File: config.mk
export PLATFORM = sky130hd
export DESIGN_NAME = fetch_queue
export DESIGN_NICKNAME = d
export VERILOG_FILES = /design/src/rtl/cpu_pkg.sv /design/src/rtl/fetch_queue.sv
export SDC_FILE = /design/constraint.sdc
export NUM_CORES = 1
export LEC_CHECK = 0
export ABC_AREA = 1
export BUFFER_PORTS_ARGS = -buffer_cell sky130_fd_sc_hd__buf_2
export CORE_UTILIZATION = 45
export CTS_CLUSTER_DIAMETER = 120
export DETAILED_ROUTE_END_ITERATION = 7
export PLACE_DENSITY = 0.74
export SKIP_CTS_REPAIR_TIMING = 1
export SYNTH_ARGS = -nofsm -noshare
export SYNTH_HDL_FRONTEND = slang
export SYNTH_SLANG_ARGS = --single-unit
File: constraint.sdc
create_clock -name clk -period 5.8 [get_ports clk]
set_input_delay 0.87 -clock clk [delete_from_list [all_inputs] [get_ports clk]]
set_output_delay 0.87 -clock clk [all_outputs]
set_load 0.02 [all_outputs]
File: src/rtl/cpu_pkg.sv
// Shared CPU front-end definitions: datapath width, the canonical NOP,
// and the fetch queue entry layout.
package cpu_pkg;

  localparam int XLEN = 32;

  // addi x0, x0, 0
  localparam logic [31:0] NOP_INSTR = 32'h0000_0013;

  typedef struct packed {
    logic [XLEN-1:0] pc;
    logic [XLEN-1:0] instr;
  } fetch_entry_t;

endpackage : cpu_pkg

File: src/rtl/fetch_queue.sv
// Circular instruction fetch queue between fetch and decode; flush empties it
// synchronously, rst_n empties it asynchronously. No enqueue-to-dequeue bypass.
//
// Handshake: a side transfers on a rising clk edge where its valid and ready are
// both 1 and flush is 0; enq_ready depends only on occupancy (never on deq_ready),
// and deq_valid/deq_pc/deq_instr come straight from the registered head entry.
module fetch_queue #(
  parameter int DEPTH = 4,
  parameter int XLEN  = cpu_pkg::XLEN
) (
  input  logic                     clk,
  input  logic                     rst_n,
  input  logic                     flush,
  input  logic                     enq_valid,
  output logic                     enq_ready,
  input  logic [XLEN-1:0]          enq_pc,
  input  logic [XLEN-1:0]          enq_instr,
  output logic                     deq_valid,
  input  logic                     deq_ready,
  output logic [XLEN-1:0]          deq_pc,
  output logic [XLEN-1:0]          deq_instr,
  output logic [$clog2(DEPTH):0]   count
);
  import cpu_pkg::fetch_entry_t;
  import cpu_pkg::NOP_INSTR;

  localparam int PW = $clog2(DEPTH);
  localparam int CW = PW + 1;

  fetch_entry_t    r_mem [DEPTH];
  logic [PW-1:0]   r_wptr;
  logic [PW-1:0]   r_rptr;
  logic [CW-1:0]   r_count;

  logic            w_full;
  logic            w_empty;
  logic            w_do_enq;
  logic            w_do_deq;
  fetch_entry_t    w_head;
  fetch_entry_t    w_enq_entry;

  assign w_full   = (r_count == CW'(DEPTH));
  assign w_empty  = (r_count == '0);
  assign w_do_enq = enq_valid && !w_full  && !flush;
  assign w_do_deq = deq_ready && !w_empty && !flush;

  assign w_enq_entry.pc    = enq_pc;
  assign w_enq_entry.instr = enq_instr;

  // DEPTH is a power of two, so pointer increments wrap naturally.
  always_ff @(posedge clk or negedge rst_n) begin
    if (!rst_n) begin
      r_wptr  <= '0;
      r_rptr  <= '0;
      r_count <= '0;
    end else if (flush) begin
      r_wptr  <= '0;
      r_rptr  <= '0;
      r_count <= '0;
    end else begin
      if (w_do_enq) r_wptr <= r_wptr + PW'(1);
      if (w_do_deq) r_rptr <= r_rptr + PW'(1);
      case ({w_do_enq, w_do_deq})
        2'b10:   r_count <= r_count + CW'(1);
        2'b01:   r_count <= r_count - CW'(1);
        default: r_count <= r_count;
      endcase
    end
  end

  // Storage carries no reset; stale slots are hidden behind the occupancy count.
  always_ff @(posedge clk) begin
    if (w_do_enq) r_mem[r_wptr] <= w_enq_entry;
  end

  assign w_head = r_mem[r_rptr];

  assign enq_ready = !w_full;
  assign deq_valid = !w_empty;
  assign count     = r_count;
  assign deq_pc    = w_empty ? '0 : w_head.pc;
  assign deq_instr = w_empty ? XLEN'(NOP_INSTR) : w_head.instr;

endmodule : fetch_queue

======== Word level (Yosys, flattened, before mapping) ========
Memory sizes are Yosys's and may differ from the RTL's.
Index checks and enable logic that the tools add are counted.
word-level totals
  RAM bits ................................ 256
  flip-flop bits (word level) ............. 7
  memories ................................ 1
cells by class
  $add $sub $neg .......................... 4
  eq/ne operators ......................... 3
  mux-type cells .......................... 10
  reduce and logical (&&, ||, !) cells .... 11
memory list
  name   depth  bits a word  rd ports  clocked after Yosys merged registers in  wr ports  line               text
  r_mem  4      64           1         0                                        1         fetch_queue.sv:30  fetch_entry_t r_mem [DEPTH];
operator list
  cell                 number
  $mux 32              2
  $mux 2               4
  $pmux 3 s2           1
  $add 2x1->2 const B  2
  $logic_and 1x1->1    4
  $reduce_bool 2->1    2
  $add 3x1->3 const B  1
  $eq 3x3->1 const B   1
  $logic_not 1->1      3
  $logic_not 3->1      1
  $mux 3               1
  $reduce_bool 3->1    1
  $sub 3x1->3 const B  1
  $eq 2x1->1 const B   1
  $eq 2x2->1 const B   1
  $mux 1               2

======== Depth between registers and ports, before layout ========
Gate-level depths: netlist of the first run.
  depth after elaboration ................. 7
  mapped depth ............................ 12
  mapped depth without buffers ............ 12

======== Least setup slack after synthesis of the first run ========
No wires, ideal clock.
  kind .................................... input-to-reg
  start point ............................. in enq_valid
  end point ............................... mem r_mem[0][0] in the netlist's numbering (enable)
  buffers on the path ..................... 0
  path slack .............................. 1448 ps
  arrival ................................. 3866 ps
  stages on the path ...................... 4
  cell sequence ........................... nand2_1 -> nor2_1 -> inv_1 -> nor2_1
between the ends
  cells in the longest elaborated chain, start to end .. 4
RTL lines
  item                            line               text
  start: declaration              fetch_queue.sv:14  input logic enq_valid,
  $logic_and 1x1->1 (2 in a row)  fetch_queue.sv:44  assign w_do_enq = enq_valid && !w_full && !flush;
  $mux 1                          fetch_queue.sv:73  if (w_do_enq) r_mem[r_wptr] <= w_enq_entry;
  $mux 1 (implied by the code)    fetch_queue.sv:73
  end: declaration                fetch_queue.sv:30
No other way between the ends.

======== Worst setup path in the final report of the first run ========
  start point ............................. reg r_rptr[0]
  end point ............................... out deq_instr[19]
between the ends
  cells in the longest elaborated chain, start to end .. 2
RTL lines
  item                      line               text
  start: declaration        fetch_queue.sv:32  logic [PW-1:0] r_rptr;
  start signal: assignment  fetch_queue.sv:62  if (w_do_deq) r_rptr <= r_rptr + PW'(1);
  $mem_v2 4x64              --
  $mux 32                   fetch_queue.sv:82  assign deq_instr = w_empty ? XLEN'(NOP_INSTR) : w_head.instr;
  end: declaration          fetch_queue.sv:21  output logic [XLEN-1:0] deq_instr,
No other way between the ends.

==> results of run 1 <==
## layout by cell type (no fill, tap or decap)
| master | count |
|---|---|
| dfrtp_4 | 1 |
| ha_1 | 4 |
| inv_2 | 2 |
| clkbuf_16 | 27 |
| dfrtp_1 | 5 |
| clkinv_1 | 7 |
| fa_1 | 1 |
| buf_4 | 9 |
| clkinv_4 | 1 |
| inv_1 | 11 |
| o311ai_0 | 3 |
| nor2_2 | 2 |
| clkinvlp_4 | 1 |
| clkinv_2 | 7 |
| diode_2 | 2 |
| o21ai_0 | 125 |
| buf_2 | 137 |
| nor2_4 | 4 |
| xnor2_1 | 1 |
| edfxtp_1 | 256 |
| clkbuf_1 | 2 |
| dfrtp_2 | 1 |
| o21ai_1 | 4 |
| nand2_1 | 22 |
| bufinv_16 | 4 |
| nand3_1 | 2 |
| a21oi_1 | 64 |
| a21boi_0 | 1 |
| nor2_1 | 257 |
## flip-flops by register name, indices dropped and copies added, names as in the netlist
signal / cells
count: 3
r_mem: 256
r_rptr: 2
r_wptr: 2
## worst max-delay path: stages (launching register included)
cell and delay, ns:
dfrtp_4 0.78, clkinv_2 0.87, buf_4 0.59, o21ai_0 0.28, a21oi_1 0.09, buf_2 0.18
## per-layer routing
layer / global-route usage, % / routed length [um] / vias to the layer above / part of all wire [%]
met1: 22.2 / 8800 / 3090 / 40
met5: 0 / 8 / - / 0.037
met3: 4.03 / 1360 / 44 / 6.2
li1: - / - / 3135 / -
met4: 5.19 / 479 / 2 / 2.2
met2: 32.4 / 11100 / 207 / 51
## through the flow
stage	cells	hold slack (ns)	utilization [%]	total power (uW)
after global routing	1247	0.178	53.6	5860
after floorplan	815	0.574	-	3430
after CTS	1246	0.163	53.6	5660
final	1248	0.183	53.6	5600
after detailed placement	1198	0.578	49.7	3960
after global placement	1198	0.561	49.7	3930
## cell families after synthesis
logic type      share of synthesized area [%]
simple gates                             10.5
flops                                    76.1
compound gates                           9.67
buf+inv                                  3.01
fa+ha+maj                               0.678
xor+xnor                               0.0847
## layout make-up
class	count	area, um2
antenna	2	5.00
inverter	14	53.8
timing repair buffer	146	753
multi-input combinational	490	2190
sequential	263	7870
fill	1862	10500
clock inverter	19	193
clock buffer	29	683
tap	285	357
## cells in the mapped netlist
library cell	number
inv_2	2
inv_1	12
o21ai_1	4
nor2_1	261
xnor2_1	1
dfrtp_1	7
nand2_1	22
o21ai_0	125
buf_1	5
o311ai_0	3
nand3_1	2
buf_4	14
edfxtp_1	256
buf_2	9
a21boi_0	1
a21oi_1	64
clkbuf_1	18
fa_1	1
nor2_2	2
ha_1	4
buf_6	2
## how the worst min path moves through the flow
stage                            to  slack [ns]  depth (start not counted)
2_1_floorplan  count[0]$_DFFE_PN0P_        0.57                          0
3_3_place_gp   count[2]$_DFFE_PN0P_        0.56                          2
3_5_place_dp   count[1]$_DFFE_PN0P_        0.58                          2
4_1_cts        count[2]$_DFFE_PN0P_        0.16                          1
5_1_grt        count[2]$_DFFE_PN0P_        0.18                          1
6_report       count[1]$_DFFE_PN0P_        0.18                          1
## power groups by stage
| stage | clock [uW] | sequential [uW] | combinational, uW |
|---|---|---|---|
| 6_report | 1700 | 2280 | 1620 |
| 5_1_grt | 1800 | 2290 | 1770 |
| 4_1_cts | 1730 | 2280 | 1650 |
| 3_5_place_dp | 0 | 2320 | 1640 |
| 3_3_place_gp | 0 | 2310 | 1620 |
| 2_1_floorplan | 0 | 2290 | 1130 |
==> impl_summary.txt, run 1 <==
----------------------------------------------------
[Final layout]
  Final net count ... 1016
  Ratio of cells with drive above 1 in the final layout ... between 20% and 30%
  Final std cell area, no fill ... ~12000 um2
  Area growth, synth to finish ... 17.1%

[Worst setup path]
  CP Data Arrival Time ... around 3.4 ns
  Setup crit start ... r_rptr[0]$_DFFE_PN0P_
  Endpoint of the most critical setup path ... deq_instr[19]
  Flop2flop setup slack ... approximately 2.9 ns
  R2R cell count ... 7
  Critical path capture point type ... output port
  RR Startpoint ... count[0]$_DFFE_PN0P_
  Reg2Reg Capture Point ... r_mem[0][38]$_DFFE_PP_
  WS Path Type ... register to output port
  Kind of start point of the critical path ... register
  WP data required ... approximately 4.9 ns
  Largest driver fanout on the critical path ... 76

[Routing]
  Post-DR wirelength/cell ... around 17 um
  Remaining antenna violation count after routing ... 0
  DRC errors left ... 0
  Via total after detailed routing ... between 6000 and 7000
  Length of the first detailed-routing pass in iterations ... 5
  Final Routed Wirelength ... 21.8 mm
  Detailed router's first-iteration violation count ... ~510
  Via-per-instance ratio ... around 5.2

[Floorplanning]
  Initial Utilization ... 45.8%
  Top-level port count ... approximately 140
  Number of cell rows ... 55
  Die W ... approximately 150 um
  Die area ... 23600 um2
  CORE AREA ... ~23000 um2
  Die Y ... ~150 um

[Synth]
  Avg Synthesized Cell Area ... between 10 and 15 um2
  Biggest area contributors in the synthesized netlist ... edfxtp_1, nor2_1, o21ai_0, a21oi_1, dfrtp_1
  Number of standard cells after synthesis ... approximately 820
  Number of synthesized register bits ... roughly 260
  Library cell with the largest summed area after synthesis ... edfxtp_1
  Syn Nets ... roughly 900
  Area share of the leading cell type in the synthesized netlist ... 74.4%
  Post-synthesis instance area ... ~10000 um2
  Synthesis warning total ... 0
  Register area share after synthesis ... 76.1%
  Count of cell types in the netlist ... 21

[STA]
  Hold violation count in the final report ... 0
  Final number of max-transition violations ... 0
  Setup TNS ... 0 ns
  Relative slew slack ... 37.2%
  Transition time at the pin with the least slew margin ... between 0.9 and 1 ns
  Final worst path period need ... 4.25 ns
  Setup skew after layout ... just under 0.006 ns
  Share of the clock period used by the worst path after layout ... about 73%
  Number of failing setup endpoints in the final timing report ... 0
  Setup repair after global routing missed its margin ... no
  Worst setup slack after layout ... approximately 1.5 ns
  Achievable Freq ... 235 MHz

[Clock tree]
  Clock Pin Slew Worst Setup and Hold Paths ... approximately 0.060 ns
  # H-tree levels ... 1
  Maximum clock insertion buffer count ... 3
  TritonCTS Sinks ... ~260
  Insertion delay of the later-clocked pin in the worst-skew pair ... 0.52 ns
  CTS Root Buffer Type ... clkbuf_16
  Cts bufs inserted ... 27
  CTS tree ... built

[Power]
  Total power divided by cell area ... roughly 460 nW/um2
  Sequential fraction of design power ... between 40% and 50%
  Switch share ... ~34%
  Power share of the clock group ... between 30% and 40%
  Maximum resistive drop on vdd ... roughly 0.29 mV
  Leakage power total ... about 0.0044 uW
  Switching pwr ... 1920 uW
  Logic pwr share ... roughly 29%
  Cell-internal power ... ~3700 uW

[Placed design]
  Dpl ws ... roughly 2.0 ns
  Placer's final routability congestion estimate ... 0.754
  I/O Buffers ... 137
  Post-Place Cell Area ... 11200 um2
  HPWL Detailed ... between 10 and 15 mm

[Job]
  Maximum Capacitance Violations ... 0

[Global routing]
  Number of antenna violations at the first check in global routing ... 2
  Vias in the first global route ... around 6200
  Maximum number of pins on one net before global-route repair ... 80
  Overall global routing resource usage ... between 10% and 20%
  GRT Residual Overflow ... 0
  Wire length of the first global-routing pass ... between 30 and 40 mm

[Worst hold path]
  Worst hold path type ... primary input to async pin

[Status]
  Outcome ... complete, no violations

----------------------------------------------------
Note: power is estimated with default switching activity, not from simulation.
==> run 2, diff against run 1 <==
clock period = 4.21 ns   (was 5.8 ns; I/O delays follow)
==> run 2 against run 1 <==
  * Via count increased by 1.0%
  * Sequential cell count unchanged
  * Clock skew about the same
  * Global-route usage increased by 0.48 points
  * Utilization increased by 0.45 points
  * Clock power increased by 38%
  * Routed wire length increased by 0.62%
  * First-iteration DRC count decreased by 18%
  * Cell count increased by 0.72%
  * Sequential share of layout area decreased by 0.54 points
==> impl_summary.txt, run 2 (synthesis results as in run 1) <==
----------------------------------------------------
[STA]
  Hold violation count in the final report ... 0 (unchanged)
  Setup skew after layout ... 0.00592 ns (was 0.00582 ns)
  Achievable Freq ... roughly 310 MHz
  Relative slew slack ... 35.6% (was 37.2%)
  Worst setup slack after layout ... 1.01 ns (was 1.55 ns)
  Final worst path period need ... around 3.2 ns
  Setup repair after global routing missed its margin ... no (unchanged)
  Share of the clock period used by the worst path after layout ... 76.1%
  Number of failing setup endpoints in the final timing report ... 0 (unchanged)
  Transition time at the pin with the least slew margin ... 0.967 ns (was 0.943 ns)
  Final number of max-transition violations ... 0 (unchanged)

[Status]
  Outcome ... complete, no violations (unchanged)

[Worst setup path]
  WP data required ... 3.58 ns (was 4.93 ns)
  Largest driver fanout on the critical path ... 27 (was 76)
  Critical path capture point type ... output port (unchanged)
  Kind of start point of the critical path ... register (unchanged)
  WS Path Type ... register to output port (unchanged)
  CP Data Arrival Time ... 2.57 ns (was 3.38 ns)

[Final layout]
  Ratio of cells with drive above 1 in the final layout ... 21.1% (was 20.4%)
  Count of non-filler cells in the finished layout ... 1257 (was 1248)
  Fillers ... 1886 (was 1862)
  Area used by multi-input combinational logic ... 2190 um2 (unchanged)
  Final std cell area, no fill ... 12200 um2 (was 12100 um2)
  Most common cell after layout, fill and taps aside ... nor2_1 (unchanged)
  Sequential cell area ... 7870 um2 (unchanged)
  Area growth, synth to finish ... 18.1% (was 17.1%)
  Biggest register ... r_mem (unchanged)
  Commonest non-fill, non-tap cells in the layout ... nor2_1, edfxtp_1, buf_2 (unchanged)
  Final net count ... 1023 (was 1016)
  Number of flip-flops in the largest register ... 256 (unchanged)

[Power]
  Leakage power total ... 0.00443 uW (was 0.00438 uW)
  Maximum resistive drop on vdd ... 0.473 mV (was 0.292 mV)
  Cell-internal power ... 5120 uW (was 3680 uW)
  Total power ... 7780 uW (was 5600 uW)
  Total power divided by cell area ... 638 nW/um2 (was 463 nW/um2)
  Power share of the clock group ... 30.2% (was 30.3%)
  Switch share ... 34.2% (was 34.3%)
  Logic pwr share ... 30.0% (was 29.0%)
  Switching pwr ... 2660 uW (was 1920 uW)
  Sequential fraction of design power ... 39.8% (was 40.7%)

[Routing]
  Via total after detailed routing ... 6543 (was 6478)
  Remaining antenna violation count after routing ... 0 (unchanged)
  DRC errors left ... 0 (unchanged)
  Post-DR wirelength/cell ... 17.4 um (was 17.5 um)
  Detailed router's first-iteration violation count ... 414 (was 506)
  Via-per-instance ratio ... 5.21 (was 5.19)
  Final Routed Wirelength ... 21.9 mm (was 21.8 mm)
  Length of the first detailed-routing pass in iterations ... 5 (unchanged)

[Clock tree]
  Insertion delay of the later-clocked pin in the worst-skew pair ... 0.52 ns (about the same)
  Cts bufs inserted ... 27 (unchanged)
  CTS Root Buffer Type ... clkbuf_16 (unchanged)
  # H-tree levels ... 1 (unchanged)
  Maximum clock insertion buffer count ... 3 (unchanged)
  TritonCTS Sinks ... 263 (unchanged)
  CTS tree ... built (unchanged)
  Clock Pin Slew Worst Setup and Hold Paths ... 0.06 ns (about the same)

[Global routing]
  Vias in the first global route ... 6508 (was 6228)
  Maximum number of pins on one net before global-route repair ... 65 (was 80)
  GRT Residual Overflow ... 0 (unchanged)
  Wire length of the first global-routing pass ... 34.3 mm (was 33.4 mm)
  Number of antenna violations at the first check in global routing ... 3 (was 2)
  Overall global routing resource usage ... 18.7% (was 18.2%)

[Job]
  Maximum Capacitance Violations ... 0 (unchanged)

[Floorplanning]
  Die area ... 23600 um2 (unchanged)
  Die Y ... 154 um (unchanged)
  CORE AREA ... 22600 um2 (unchanged)
  Number of cell rows ... 55 (unchanged)
  Top-level port count ... 138 (unchanged)
  Die W ... 154 um (unchanged)
  Initial Utilization ... 45.8% (unchanged)

[Placed design]
  Post-Place Cell Area ... 11300 um2 (was 11200 um2)
  I/O Buffers ... 137 (unchanged)
  Cell total after placement ... 1204 (was 1198)
  HPWL Detailed ... 11.9 mm (about the same)
  Dpl ws ... 1.56 ns (was 2.01 ns)
  Placer's final routability congestion estimate ... 0.756 (was 0.754)

[Worst hold path]
  Worst hold path type ... primary input to register (was primary input to async pin)

----------------------------------------------------
==> run 2: cell types whose count changed in the layout (fill, tap and decap cells not counted), sizes merged <==
| cell | delta |
|---|---|
| diode | +1 |
| dlygate4sd3 | +1 |
| clkbuf | +4 |
| buf | +6 |
| clkinv | -3 |
==> run 2: metrics by stage <==
| stage | TNS [ns] | hold WS [ns] | util, % |
|---|---|---|---|
| 2_1_floorplan | -27.17 | 0.336 | - |
| 3_3_place_gp | 0 | 0.477 | 50.1 |
| 3_5_place_dp | 0 | 0.476 | 50.1 |
| 4_1_cts | 0 | -0.0881 | 54.0 |
| 5_1_grt | 0 | 0.309 | 54.1 |
| 6_report | 0 | 0.324 | 54.1 |
==> run 2: routing by layer <==
layer | vias up | share of wire [%] | wire length (um) | GRT usage, %
met5 | - | 0.050 | 11 | 0
met4 | 2 | 2.8 | 604 | 5.86
met1 | 3161 | 41 | 9030 | 22.5
met2 | 184 | 51 | 11200 | 34.3
met3 | 41 | 4.9 | 1080 | 2.99
li1 | 3155 | - | - | -
==> run 2: final timing paths <==
check                                startpoint                     end  slack, ns  depth (start not counted)
max in group asynchronous                 rst_n   r_rptr[0]$_DFFE_PN0P_       3.55                          2
min                                  enq_pc[27]  r_mem[0][59]$_DFFE_PP_       0.32                          1
max reg2reg                count[0]$_DFFE_PN0P_   r_mem[0][8]$_DFFE_PP_       1.76                          7
min in group asynchronous                 rst_n   r_wptr[0]$_DFFE_PN0P_       0.49                          2
max                        count[0]$_DFFE_PN0P_              deq_pc[31]       1.01                          6
min reg2reg                count[2]$_DFFE_PN0P_    count[2]$_DFFE_PN0P_       0.59                          2
==> run 2: final cells by class <==
class                           count  share of cell area, %
Antenna cell                        3                 0.0615
Clock buffer                       33                   5.72
Tap cell                          285                   2.92
Clock inverter                     16                   1.51
Sequential cell                   263                   64.5
Timing Repair Buffer              153                   6.93
Multi-Input combinational cell    490                   18.0
Inverter                           14                  0.441
==> run 2: worst max-delay path: stages (launching register included) <==
cell and delay (ns):
dfrtp_1 0.45, nor2_2 0.20, nand2_1 0.20, inv_2 0.52
buf_4 0.39, a21oi_1 0.10, buf_2 0.17
==> run 2: power by group through the flow <==
stage	Sequential, uW	Combinational (uW)	Clock, uW
finish	3100	2330	2350
global route	3110	2560	2490
CTS	3100	2360	2400
detailed placement	3150	2340	0
global placement	3150	2310	0
floorplan	3160	1560	0
